$ cat src/rtl/riscv_ifetch_pkg.sv
// riscv_ifetch_pkg
// Shared types for the instruction-fetch block.
//  - ifetch_state_e : fetch controller states (IDLE, REQ, WAIT, DROP)
//  - ifetch_entry_t : one fetch-queue entry {pc, instr, misalign}
//  - IFETCH_WIDTH / IFETCH_ILEN : default PC and instruction widths
//  - ifetch_entry() : builds a queue entry from its fields
package riscv_ifetch_pkg;

    localparam int unsigned IFETCH_WIDTH = 64;
    localparam int unsigned IFETCH_ILEN  = 32;

    typedef enum logic [1:0] {
        IDLE = 2'd0,
        REQ  = 2'd1,
        WAIT = 2'd2,
        DROP = 2'd3
    } ifetch_state_e;

    typedef struct packed {
        logic [IFETCH_WIDTH-1:0] pc;
        logic [IFETCH_ILEN-1:0]  instr;
        logic                    misalign;
    } ifetch_entry_t;

    function automatic ifetch_entry_t ifetch_entry(
        input logic [IFETCH_WIDTH-1:0] pc,
        input logic [IFETCH_ILEN-1:0]  instr,
        input logic                    misalign
    );
        ifetch_entry_t e;
        e.pc       = pc;
        e.instr    = instr;
        e.misalign = misalign;
        return e;
    endfunction

endpackage

$ cat src/rtl/riscv_ifetch_fifo.sv
// riscv_ifetch_fifo
// DEPTH-entry FIFO of ifetch_entry_t feeding decode.
//  clk_i, rst_i (async, active-high), clear_i (synchronous flush, wins over push/pop),
//  push_i/push_data_i, pop_i, head_o (entry at read pointer), full_o, empty_o.
// Push while full is accepted only together with a pop, keeping the count unchanged.
// Storage is reset to zero so the head reads as all-zero out of reset.
module riscv_ifetch_fifo
    import riscv_ifetch_pkg::*;
#(
    parameter int unsigned DEPTH = 4
) (
    input  logic          clk_i,
    input  logic          rst_i,
    input  logic          clear_i,
    input  logic          push_i,
    input  ifetch_entry_t push_data_i,
    input  logic          pop_i,
    output ifetch_entry_t head_o,
    output logic          full_o,
    output logic          empty_o
);

    localparam int unsigned AW = $clog2(DEPTH);
    localparam logic [AW:0]   CNT_ONE  = (AW+1)'(1);
    localparam logic [AW:0]   CNT_FULL = (AW+1)'(DEPTH);
    localparam logic [AW-1:0] PTR_ONE  = AW'(1);

    ifetch_entry_t   mem_q [DEPTH];
    logic [AW-1:0]   wptr_q;
    logic [AW-1:0]   rptr_q;
    logic [AW:0]     count_q;
    logic            do_push_s;
    logic            do_pop_s;

    assign full_o    = (count_q == CNT_FULL);
    assign empty_o   = (count_q == '0);
    assign head_o    = mem_q[rptr_q];
    assign do_pop_s  = pop_i & ~empty_o;
    assign do_push_s = push_i & (~full_o | do_pop_s);

    // Storage, pointers and occupancy count; pointers wrap because DEPTH is a power of two.
    always_ff @(posedge clk_i or posedge rst_i) begin
        if (rst_i) begin
            wptr_q  <= '0;
            rptr_q  <= '0;
            count_q <= '0;
            for (int i = 0; i < DEPTH; i++) begin
                mem_q[i] <= '0;
            end
        end else if (clear_i) begin
            wptr_q  <= '0;
            rptr_q  <= '0;
            count_q <= '0;
        end else begin
            if (do_push_s) begin
                mem_q[wptr_q] <= push_data_i;
                wptr_q        <= wptr_q + PTR_ONE;
            end
            if (do_pop_s) begin
                rptr_q <= rptr_q + PTR_ONE;
            end
            case ({do_push_s, do_pop_s})
                2'b10:   count_q <= count_q + CNT_ONE;
                2'b01:   count_q <= count_q - CNT_ONE;
                default: count_q <= count_q;
            endcase
        end
    end

endmodule

$ cat src/rtl/riscv_ifetch.sv
// riscv_ifetch
// Instruction-fetch stage between riscv_pc and decode. Issues at most one outstanding
// imem request for the current PC, queues {pc, instr, misalign} for decode, and drops
// the PC stall for exactly one cycle per accepted fetch or redirect (flush).
// Ports:
//  i_riscv_ifetch_clk/rst          clock, async active-high reset
//  i_riscv_ifetch_pc               current PC;  o_riscv_ifetch_stallpc  PC hold (0 = advance)
//  i_riscv_ifetch_flush            redirect: clear queue, abandon in-flight fetch
//  o_riscv_ifetch_imem_req/addr    request;     i_riscv_ifetch_imem_gnt  accept
//  i_riscv_ifetch_imem_rvalid/rdata response
//  o_riscv_ifetch_valid/instr/pcout/misalign  queue head;  i_riscv_ifetch_ready  consume
// Build option: RISCV_IFETCH_MISALIGN_CHECK_EN -- a PC with pc[1:0]!=0 is not requested;
// a {pc, 0, misalign=1} entry is queued directly and the PC advances. Undefined: always request.
module riscv_ifetch
    import riscv_ifetch_pkg::*;
#(
    parameter int unsigned WIDTH = IFETCH_WIDTH,
    parameter int unsigned ILEN  = IFETCH_ILEN,
    parameter int unsigned DEPTH = 4
) (
    input  logic             i_riscv_ifetch_clk,
    input  logic             i_riscv_ifetch_rst,
    input  logic [WIDTH-1:0] i_riscv_ifetch_pc,
    output logic             o_riscv_ifetch_stallpc,
    input  logic             i_riscv_ifetch_flush,
    output logic             o_riscv_ifetch_imem_req,
    output logic [WIDTH-1:0] o_riscv_ifetch_imem_addr,
    input  logic             i_riscv_ifetch_imem_gnt,
    input  logic             i_riscv_ifetch_imem_rvalid,
    input  logic [ILEN-1:0]  i_riscv_ifetch_imem_rdata,
    output logic             o_riscv_ifetch_valid,
    output logic [ILEN-1:0]  o_riscv_ifetch_instr,
    output logic [WIDTH-1:0] o_riscv_ifetch_pcout,
    output logic             o_riscv_ifetch_misalign,
    input  logic             i_riscv_ifetch_ready
);

    ifetch_state_e    state_q;
    ifetch_state_e    state_d;
    logic [WIDTH-1:0] pend_pc_q;
    logic [WIDTH-1:0] pend_pc_d;
    logic             req_s;
    logic             mis_push_s;
    logic             push_s;
    ifetch_entry_t    push_data_s;
    ifetch_entry_t    head_s;
    logic             full_s;
    logic             empty_s;
    logic             pop_s;
    logic             accept_s;

    assign accept_s = req_s & i_riscv_ifetch_imem_gnt;
    assign pop_s    = ~empty_s & i_riscv_ifetch_ready;

    // State register and PC of the outstanding request.
    always_ff @(posedge i_riscv_ifetch_clk or posedge i_riscv_ifetch_rst) begin
        if (i_riscv_ifetch_rst) begin
            state_q   <= IDLE;
            pend_pc_q <= '0;
        end else begin
            state_q   <= state_d;
            pend_pc_q <= pend_pc_d;
        end
    end

    // Next-state logic; flush takes priority and must still drain a granted request via DROP.
    always_comb begin
        state_d   = state_q;
        pend_pc_d = pend_pc_q;
        case (state_q)
            IDLE: begin
                if (i_riscv_ifetch_flush) begin
                    state_d = IDLE;
                end else begin
                    state_d = REQ;
                end
            end
            REQ: begin
                if (accept_s) begin
                    pend_pc_d = i_riscv_ifetch_pc;
                    state_d   = i_riscv_ifetch_flush ? DROP : WAIT;
                end else begin
                    state_d   = i_riscv_ifetch_flush ? IDLE : REQ;
                end
            end
            WAIT: begin
                if (i_riscv_ifetch_imem_rvalid) begin
                    state_d = i_riscv_ifetch_flush ? IDLE : REQ;
                end else begin
                    state_d = i_riscv_ifetch_flush ? DROP : WAIT;
                end
            end
            DROP: begin
                if (i_riscv_ifetch_imem_rvalid) begin
                    state_d = IDLE;
                end else begin
                    state_d = DROP;
                end
            end
            default: begin
                state_d = IDLE;
            end
        endcase
    end

    // Request, queue-push and PC-stall outputs; a full queue blocks new work so a push never overflows.
    always_comb begin
        req_s                    = 1'b0;
        mis_push_s               = 1'b0;
        push_s                   = 1'b0;
        push_data_s              = '0;
        o_riscv_ifetch_imem_addr = '0;
        case (state_q)
            REQ: begin
                o_riscv_ifetch_imem_addr = i_riscv_ifetch_pc;
`ifdef RISCV_IFETCH_MISALIGN_CHECK_EN
                if (i_riscv_ifetch_pc[1:0] != 2'b00) begin
                    mis_push_s  = ~full_s;
                    push_s      = ~full_s & ~i_riscv_ifetch_flush;
                    push_data_s = ifetch_entry(i_riscv_ifetch_pc, {ILEN{1'b0}}, 1'b1);
                end else begin
                    req_s = ~full_s;
                end
`else
                req_s = ~full_s;
`endif
            end
            WAIT: begin
                if (i_riscv_ifetch_imem_rvalid & ~i_riscv_ifetch_flush) begin
                    push_s      = 1'b1;
                    push_data_s = ifetch_entry(pend_pc_q, i_riscv_ifetch_imem_rdata, 1'b0);
                end else begin
                    push_s      = 1'b0;
                end
            end
            default: begin
                req_s = 1'b0;
            end
        endcase
    end

    assign o_riscv_ifetch_imem_req = req_s;
    assign o_riscv_ifetch_stallpc  = ~(accept_s | mis_push_s | i_riscv_ifetch_flush);

    riscv_ifetch_fifo #(
        .DEPTH (DEPTH)
    ) u_fifo (
        .clk_i       (i_riscv_ifetch_clk),
        .rst_i       (i_riscv_ifetch_rst),
        .clear_i     (i_riscv_ifetch_flush),
        .push_i      (push_s),
        .push_data_i (push_data_s),
        .pop_i       (pop_s),
        .head_o      (head_s),
        .full_o      (full_s),
        .empty_o     (empty_s)
    );

    assign o_riscv_ifetch_valid    = ~empty_s;
    assign o_riscv_ifetch_instr    = head_s.instr;
    assign o_riscv_ifetch_pcout    = head_s.pc;
    assign o_riscv_ifetch_misalign = head_s.misalign;

endmodule

$ cat config.mk
export PLATFORM = sky130hd
export DESIGN_NAME = riscv_ifetch
export DESIGN_NICKNAME = d
export VERILOG_FILES = /design/src/rtl/riscv_ifetch_pkg.sv /design/src/rtl/riscv_ifetch_fifo.sv /design/src/rtl/riscv_ifetch.sv
export SDC_FILE = /design/constraint.sdc
export NUM_CORES = 1
export LEC_CHECK = 0
export ABC_AREA = 1
export BUFFER_PORTS_ARGS = -buffer_cell sky130_fd_sc_hd__buf_2
export CORE_ASPECT_RATIO = 1.75
export CORE_MARGIN = 1
export CORE_UTILIZATION = 42
export CTS_CLUSTER_DIAMETER = 120
export DETAILED_ROUTE_END_ITERATION = 10
export MAX_ROUTING_LAYER = met4
export REMOVE_ABC_BUFFERS = 1
export SYNTH_ARGS = -nofsm -noshare
export SYNTH_HDL_FRONTEND = slang
export SYNTH_SLANG_ARGS = --single-unit
$ cat constraint.sdc
create_clock -name i_riscv_ifetch_clk -period 30.7 [get_ports i_riscv_ifetch_clk]
set_clock_uncertainty 0.2 [all_clocks]
set_input_delay 1.535 -clock i_riscv_ifetch_clk [delete_from_list [all_inputs] [get_ports i_riscv_ifetch_clk]]
set_output_delay 1.535 -clock i_riscv_ifetch_clk [all_outputs]
set_load 0.02 [all_outputs]
# After elaboration in Yosys (flattened, before gate mapping)
# Cells that the tools add are included.
# W data, S select, Z words.
# op_classes
add_sub_neg	4
multipliers	0
n_div	0
magnitude_cmp	3
n_eq_ne	6
shift	0
n_mux	24
n_bitwise	13
reduce_logical	8
# op_table
cell	n
$mux W97	5
$bwmux W388	1
$bmux W97 S2	1
$demux W97 S2	1
$mux W64	1
$mux W2	7
$pmux W2 S4	1
$eq A2 B2 Y1 const B	3
$ge A3 B3 Y1 const B	2
$not A2 Y3	2
$pmux W3 S2	1
$and A1 B1 Y1	5
$mux W1	5
$add A2 B1 Y2 const B	2
$eq A2 B1 Y1 const B	2
$not A1 Y1	4
$reduce_and A2 Y1	2
$reduce_bool A2 Y1	2
$add A3 B1 Y3 const B	1
$eq A3 B3 Y1 const B	1
$logic_not A3 Y1	1
$lt A3 B1 Y1 const B	1
$mux W3	1
$reduce_bool A3 Y1	1
4 further kinds	5
# totals
reg_bits	461
latchBits	0
mem_bits_rw	0
romBits	0
inputBits	102
output_inout_bits	164
word_cells	75
memories	0

# Logic depth before layout (Yosys ltp)
# Gate-level depths: netlist (run 1).
# depth
word_depth	9
depth_mapped	13
ltp_nobuf	13

# Modules after synthesis
# From an unflattened synthesis (run 1), not the netlist that was laid out.
# hier_totals
hier_cells	2941
area_unflattened_um2	22385.2
# by_module_without_submodules
mod	n_inst	cells_each	area_each_um2	seq_area_each_um2
riscv_ifetch_fifo	1	2291	18230.0	9884.5
riscv_ifetch	1	650	4155.2	1651.6

# Worst setup path before layout (run 1)
# No wires, ideal clock.
# synth_path
kind	input port to output port
from	in i_riscv_ifetch_imem_gnt
to	out o_riscv_ifetch_stallpc
arrival_time_ns	2.216
t_required_ns	28.965
slack_ns	26.749
stages	4
n_path_buf	2
cell_sequence	nand2_1 > buf_2 > buf_2 > ha_1
# synth_between
elab_chain_len	3
# synth_rtl
item	line	source
from (decl)	riscv_ifetch.sv:28	input logic i_riscv_ifetch_imem_gnt,
$and A1 B1 Y1	riscv_ifetch.sv:52	assign accept_s = req_s & i_riscv_ifetch_imem_gnt;
$or A1 B1 Y1	riscv_ifetch.sv:143	assign o_riscv_ifetch_stallpc = ~(accept_s | mis_push_s | i_riscv_ifetch_flush);
$not A1 Y1	riscv_ifetch.sv:143	
to (decl)	riscv_ifetch.sv:24	output logic o_riscv_ifetch_stallpc,
# No other way between the ends.

# Worst setup path in the final report (run 1)
# layout_path
from	reg u_fifo.rptr_q[0]
to	out o_riscv_ifetch_pcout[22]
# layout_between
elab_chain_len	4
# layout_rtl
item	line	source
from (decl)	riscv_ifetch_fifo.sv:30	logic [AW-1:0] rptr_q;
from (signal assigned)	riscv_ifetch_fifo.sv:60	rptr_q <= rptr_q + PTR_ONE;
$not A2 Y3 (implied by the code)	riscv_ifetch_fifo.sv:37	assign head_o = mem_q[rptr_q];
$bmux W97 S2	riscv_ifetch_fifo.sv:37	
$mux W97 (implied by the code) (2 in series)	riscv_ifetch_fifo.sv:37	
to (decl)	riscv_ifetch.sv:33	output logic [WIDTH-1:0] o_riscv_ifetch_pcout,
# No other way between the ends. The select of a mux whose other input is x is not followed.

==> reports/results.ini, run 1 <==
[pwr]
p_total_uw=1730
vdd_ir_drop_max_mv=0.0868
power_density_nw_per_um2=76.4
leakagePower_uw=0.0107

[floorplan]
core_area_um2=46200
dieArea_um2=47900
start_util=0.427
io_pins=266
die_y_um=289
die_x_um=166
rows=104

[final_layout]
stdcell_area_um2=22700
drive_gt1_frac=0.148
seq_area_um2=11400
n_antenna_cell=0
fin_nets=2563
multiInputGateArea_um2=7230
nFillCells=4485
stdcell_count=3070
area_growth_pct=14.9

[clock_tree]
holdBufCountCts=0
cts_tree=yes
clk_pin_slew_ps=60
clock_path_buffers=3
root_buffer=clkbuf_16
post_cts_buffers=0
worstSkewPairLatency_ps=550
ctsHtreeMaxLevel=2
cts_sinks=457
cts_resized=0
numCtsBuffers=44

[synthesis]
synth_top_area_frac=0.579
muxShareOfSynthArea=0
synth_most_common_cell=nand2_1
yosysTopAreaCell=dfrtp_1
synth.distinct_cells=26
synthAdderAreaFrac=0.00482
syn_area_per_cell_um2=8.56
synthFlopType=dfrtp_1
ys_ff_latch=457
synth_compound_area_frac=0.197
ys_top_cells_by_area=dfrtp_1 (58%), nand2_1 (11%), o21ai_1 (9.8%)
synth_xor_area_frac=0
syn_area_um2=19700
synth-simple-area-share=0.161
synthTopCellsByCount=nand2_1 (558), dfrtp_1 (457), o21ai_1 (385)
ys_warn_count=0
synthArstFlopShare=1.00
synth_cells=2307
synth_edf_count=0
synth_top_family_by_area=compound AO/OA/AOI/OAI gates
ys_seq_area_frac=0.579

[grt]
grt_max_degree=165
grt_pass1_vias=16000
antenna_found_initial=0
grt_usage=0.230
grt_overflow=0
grt_pass1_wl_um=86100

[placed_design]
dpl.hpwl_um=29700
io_buffers=264
place_area_um2=21200
routabilityCongestion=0.769
dp.cells=2991

[route]
drtIter0Drc=1173
wl_um=52900
antenna_left=0
via_per_inst=5.32
vias=16300
dr.pass1.iters=11
wire_per_inst_um=17.2
drc=14

[timing]
maxSlewViolCount=0
setup-tns-final_ps=0
hold_viol=0
rsz0062_at_grt=no
fmax_mhz=181
slew-limit-headroom=0.213
tightestPinTransition_ps=1180
setup_viol=0
period_needed_ps=5510
timing.final.crit_share=0.179

[worst_setup_path]
path_class=reg -> out
rrSetupSlack_ps=27110
r2r-start=state_q[0]
cp_max_fo=90
end_kind=output pin
cp.required_ps=28970
critPathLaunchType=register
r2r-end=u_fifo.mem_q[114]
crit_arrival_ps=3780
r2r_cells=8

[run]
maxCapViolations=0

[min_path]
holdPathStages=2
hold_start=u_fifo.mem_q[119]
min_path_type=reg -> reg
hold_path_end=u_fifo.mem_q[119]

[run_status]
violations=DRC
status=finished, violations left

==> cell families after synthesis <==
family,count (synthesis)
AO/OA/AOI/OAI,751
adder cells (fa/ha/maj),7
buffers and inverters,257
flip-flops,457
other,1
AND/OR/NAND/NOR,834
==> through the flow <==
| stage | setup WS (ps) | util | hold WS [ps] |
|---|---|---|---|
| 6_report | 25190 | 0.491 | 280 |
| 5_1_grt | 25030 | 0.491 | 303 |
| 4_1_cts | 25170 | 0.491 | 284 |
| 3_5_place_dp | 25430 | 0.458 | 268 |
| 3_3_place_gp | 25590 | 0.458 | 261 |
| 2_1_floorplan | 16220 | - | 248 |
==> cell usage in the layout, fill, tap and decap left out, drive strengths merged <==
master / n
inv: 79
clkinv: 9
nand3: 4
bufinv: 5
clkbuf: 63
clkinvlp: 2
o21ai: 648
conb: 1
nor2: 265
nand4: 1
nand2: 563
o22ai: 97
buf: 279
or2: 1
fa: 1
a21oi: 6
ha: 6
dfrtp: 457
==> worst max-delay path, cell delays in order (launching register included) <==
cell and delay [ps]:
dfrtp_4 710, buf_4 680, buf_4 850, o21ai_0 210, o22ai_1 410, buf_2 250
==> worst max path at each step <==
stage                          from  cells past startpoint                        to
3_3_place_gp   i_riscv_ifetch_flush                     11         u_fifo.mem_q[261]
6_report           u_fifo.rptr_q[0]                      5  o_riscv_ifetch_pcout[22]
3_5_place_dp   i_riscv_ifetch_flush                     10         u_fifo.mem_q[114]
2_1_floorplan    i_riscv_ifetch_rst                      1              pend_pc_q[0]
5_1_grt            u_fifo.rptr_q[0]                      5  o_riscv_ifetch_pcout[22]
4_1_cts            u_fifo.rptr_q[0]                      5  o_riscv_ifetch_pcout[22]
==> power breakdown <==
group / total [µW] / internal (µW) / switching [µW]
Sequential: 689 / 653 / 35.4
Clock: 572 / 337 / 235
Combinational: 472 / 137 / 335
Total: 1730 / 1130 / 605
==> final cells by class <==
type | count | share of cell area
clock buffer | 63 | 0.0570
clock inverter | 16 | 0.0103
inverter | 79 | 0.0137
multi-input combinational | 1593 | 0.319
sequential | 457 | 0.504
tap | 583 | 0.0322
timing repair buffer | 279 | 0.0638
==> state kept, by name, summed over array words and instances, names as in the netlist <==
signal / cells
u_fifo.count_q: 3
u_fifo.mem_q: 384
state_q: 2
u_fifo.wptr_q: 2
u_fifo.rptr_q: 2
pend_pc_q: 64
==> per-layer routing <==
| metal | global-route usage | part of all wire | vias up |
|---|---|---|---|
| met5 | - | 0 | - |
| met4 | 0.0738 | 0.026 | 0 |
| met3 | 0.0213 | 0.039 | 73 |
| met2 | 0.393 | 0.50 | 421 |
| met1 | 0.290 | 0.44 | 7903 |
| li1 | - | - | 7943 |
Note: power is estimated with default switching activity, not from simulation.
==> run 2: changes to the inputs <==
==> constraint.sdc (replaced) <==
create_clock -name i_riscv_ifetch_clk -period 5.7 [get_ports i_riscv_ifetch_clk]
set_clock_uncertainty 0.2 [all_clocks]
set_input_delay 0.285 -clock i_riscv_ifetch_clk [delete_from_list [all_inputs] [get_ports i_riscv_ifetch_clk]]
set_output_delay 0.285 -clock i_riscv_ifetch_clk [all_outputs]
set_load 0.02 [all_outputs]
==> reports/results.ini, run 2 (synthesis gave the netlist of run 1 again) <==
[timing]
hold_viol=0
fmax_mhz=262
period_needed_ps=3820
tightestPinTransition_ps=1120
setup-tns-final_ps=0
maxSlewViolCount=0
setup_ws_ps=1880
slew-limit-headroom=0.253
rsz0062_at_grt=no
timing.final.crit_share=0.670
setup_viol=0

[clock_tree]
root_buffer=clkbuf_16
cts_sinks=457
clk_pin_slew_ps=70
holdBufCountCts=100
clock_path_buffers=3
numCtsBuffers=44
cts_resized=0
cts_tree=yes
ctsHtreeMaxLevel=2
worstSkewPairLatency_ps=540
post_cts_buffers=0

[worst_setup_path]
critPathCapture=o_riscv_ifetch_pcout[28]
r2r_cells=8
rrSetupSlack_ps=2620
cp.required_ps=5220
crit_arrival_ps=3330
critPathLaunch=u_fifo.rptr_q[1]
critPathLaunchType=register
path_class=reg -> out
cp_max_fo=85
end_kind=output pin
r2r-end=pend_pc_q[60]
r2r-start=state_q[0]

[run_status]
status=finished, violations left
violations=DRC

[final_layout]
fin_nets=2667
layout_commonest_cell=nand2_1
seq_area_um2=11400
n_antenna_cell=0
area_growth_pct=19.9
largest_register=u_fifo.mem_q
nFillCells=4346
layout_common_cells=nand2_1 (557), dfrtp_1 (455), o21ai_1 (385)
largest_reg_flops=384
top_regs=u_fifo.mem_q: 384 flops, pend_pc_q: 64 flops, u_fifo.count_q: 3 flops
drive_gt1_frac=0.145
multiInputGateArea_um2=7230

[grt]
grt_pass1_vias=16600
antenna_found_initial=0
grt_pass1_wl_um=87800
grt_overflow=0
grt_max_degree=137
grt_usage=0.236

[pwr]
switchingPower_uw=3260
power_density_nw_per_um2=394
p_seq_frac=0.398
p_total_uw=9330
p_int_uw=6070
leakagePower_uw=0.0111
vdd_ir_drop_max_mv=0.402
clkPwrFrac=0.323
pwr-share-comb=0.279
swShare=0.349

[floorplan]
rows=104
die_x_um=166
start_util=0.427
io_pins=266
core_area_um2=46200
dieArea_um2=47900
die_y_um=289

[route]
via_per_inst=5.30
drc=16
wire_per_inst_um=17.1
drtIter0Drc=1380
wl_um=54300
vias=16800
dr.pass1.iters=9
antenna_left=0

[placed_design]
io_buffers=264
dpl.hpwl_um=30100
routabilityCongestion=0.781
place_ws_ps=2430

[min_path]
min_path_type=in -> async

[run]
maxCapViolations=0

run 2: cell count changes in the layout (fill, tap and decap cells not counted):
cell / previous run / this run
clkinv_8: 1 / 0
inv_6: 3 / 1
dlygate4sd3_1: 0 / 100
buf_4: 14 / 18
clkinv_2: 7 / 14
clkbuf_8: 10 / 11
clkinv_4: 1 / 0
clkbuf_1: 8 / 5
bufinv_16: 5 / 4
run 2: layout make-up:
class	count	area share
Clock inverter	18	0.00824
Inverter	79	0.0132
Tap cell	583	0.0308
Timing Repair Buffer	383	0.105
Clock buffer	61	0.0547
Multi-Input combinational cell	1593	0.305
Sequential cell	457	0.483
run 2: worst max-delay path: stages, from the launching register on:
cell	delay (ps)
dfrtp_4	720
clkinv_2	270
buf_4	870
o21ai_0	250
o22ai_1	340
buf_2	240
run 2: worst min-delay path by stage:
stage,start,endpoint,cells after the start
after global routing,u_fifo.mem_q[275],u_fifo.mem_q[275],2
after detailed placement,u_fifo.mem_q[113],u_fifo.mem_q[113],2
after CTS,i_riscv_ifetch_imem_rvalid,state_q[1],3
final,i_riscv_ifetch_rst,u_fifo.mem_q[298],3
after global placement,u_fifo.mem_q[113],u_fifo.mem_q[113],2
after floorplan,i_riscv_ifetch_imem_rvalid,state_q[1],1
run 2: power by group through the flow:
stage               logic (µW)  registers, µW  clock network (µW)
finish                    2610           3720                3010
global route              2880           3750                3210
CTS                       2640           3710                3100
detailed placement        2580           3770                   0
global placement          2560           3770                   0
floorplan                 1670           3770                   0
run 2: per-layer routing:
layer  up-vias  share of wire  GRT usage
li1       8140              -          -
met1      8141           0.43      0.289
met2       436           0.50      0.408
met3        91          0.038     0.0228
met4         0          0.029     0.0832
met5         -              0          -
run 2: through the flow:
step,util,std cells,instance area (µm²),hold slack [ps]
final,0.513,3174,23700,269
after global routing,0.513,3174,23700,299
after CTS,0.513,3174,23700,274
after detailed placement,0.459,2995,21200,268
after global placement,0.459,2995,21200,261
after floorplan,-,2129,18900,181
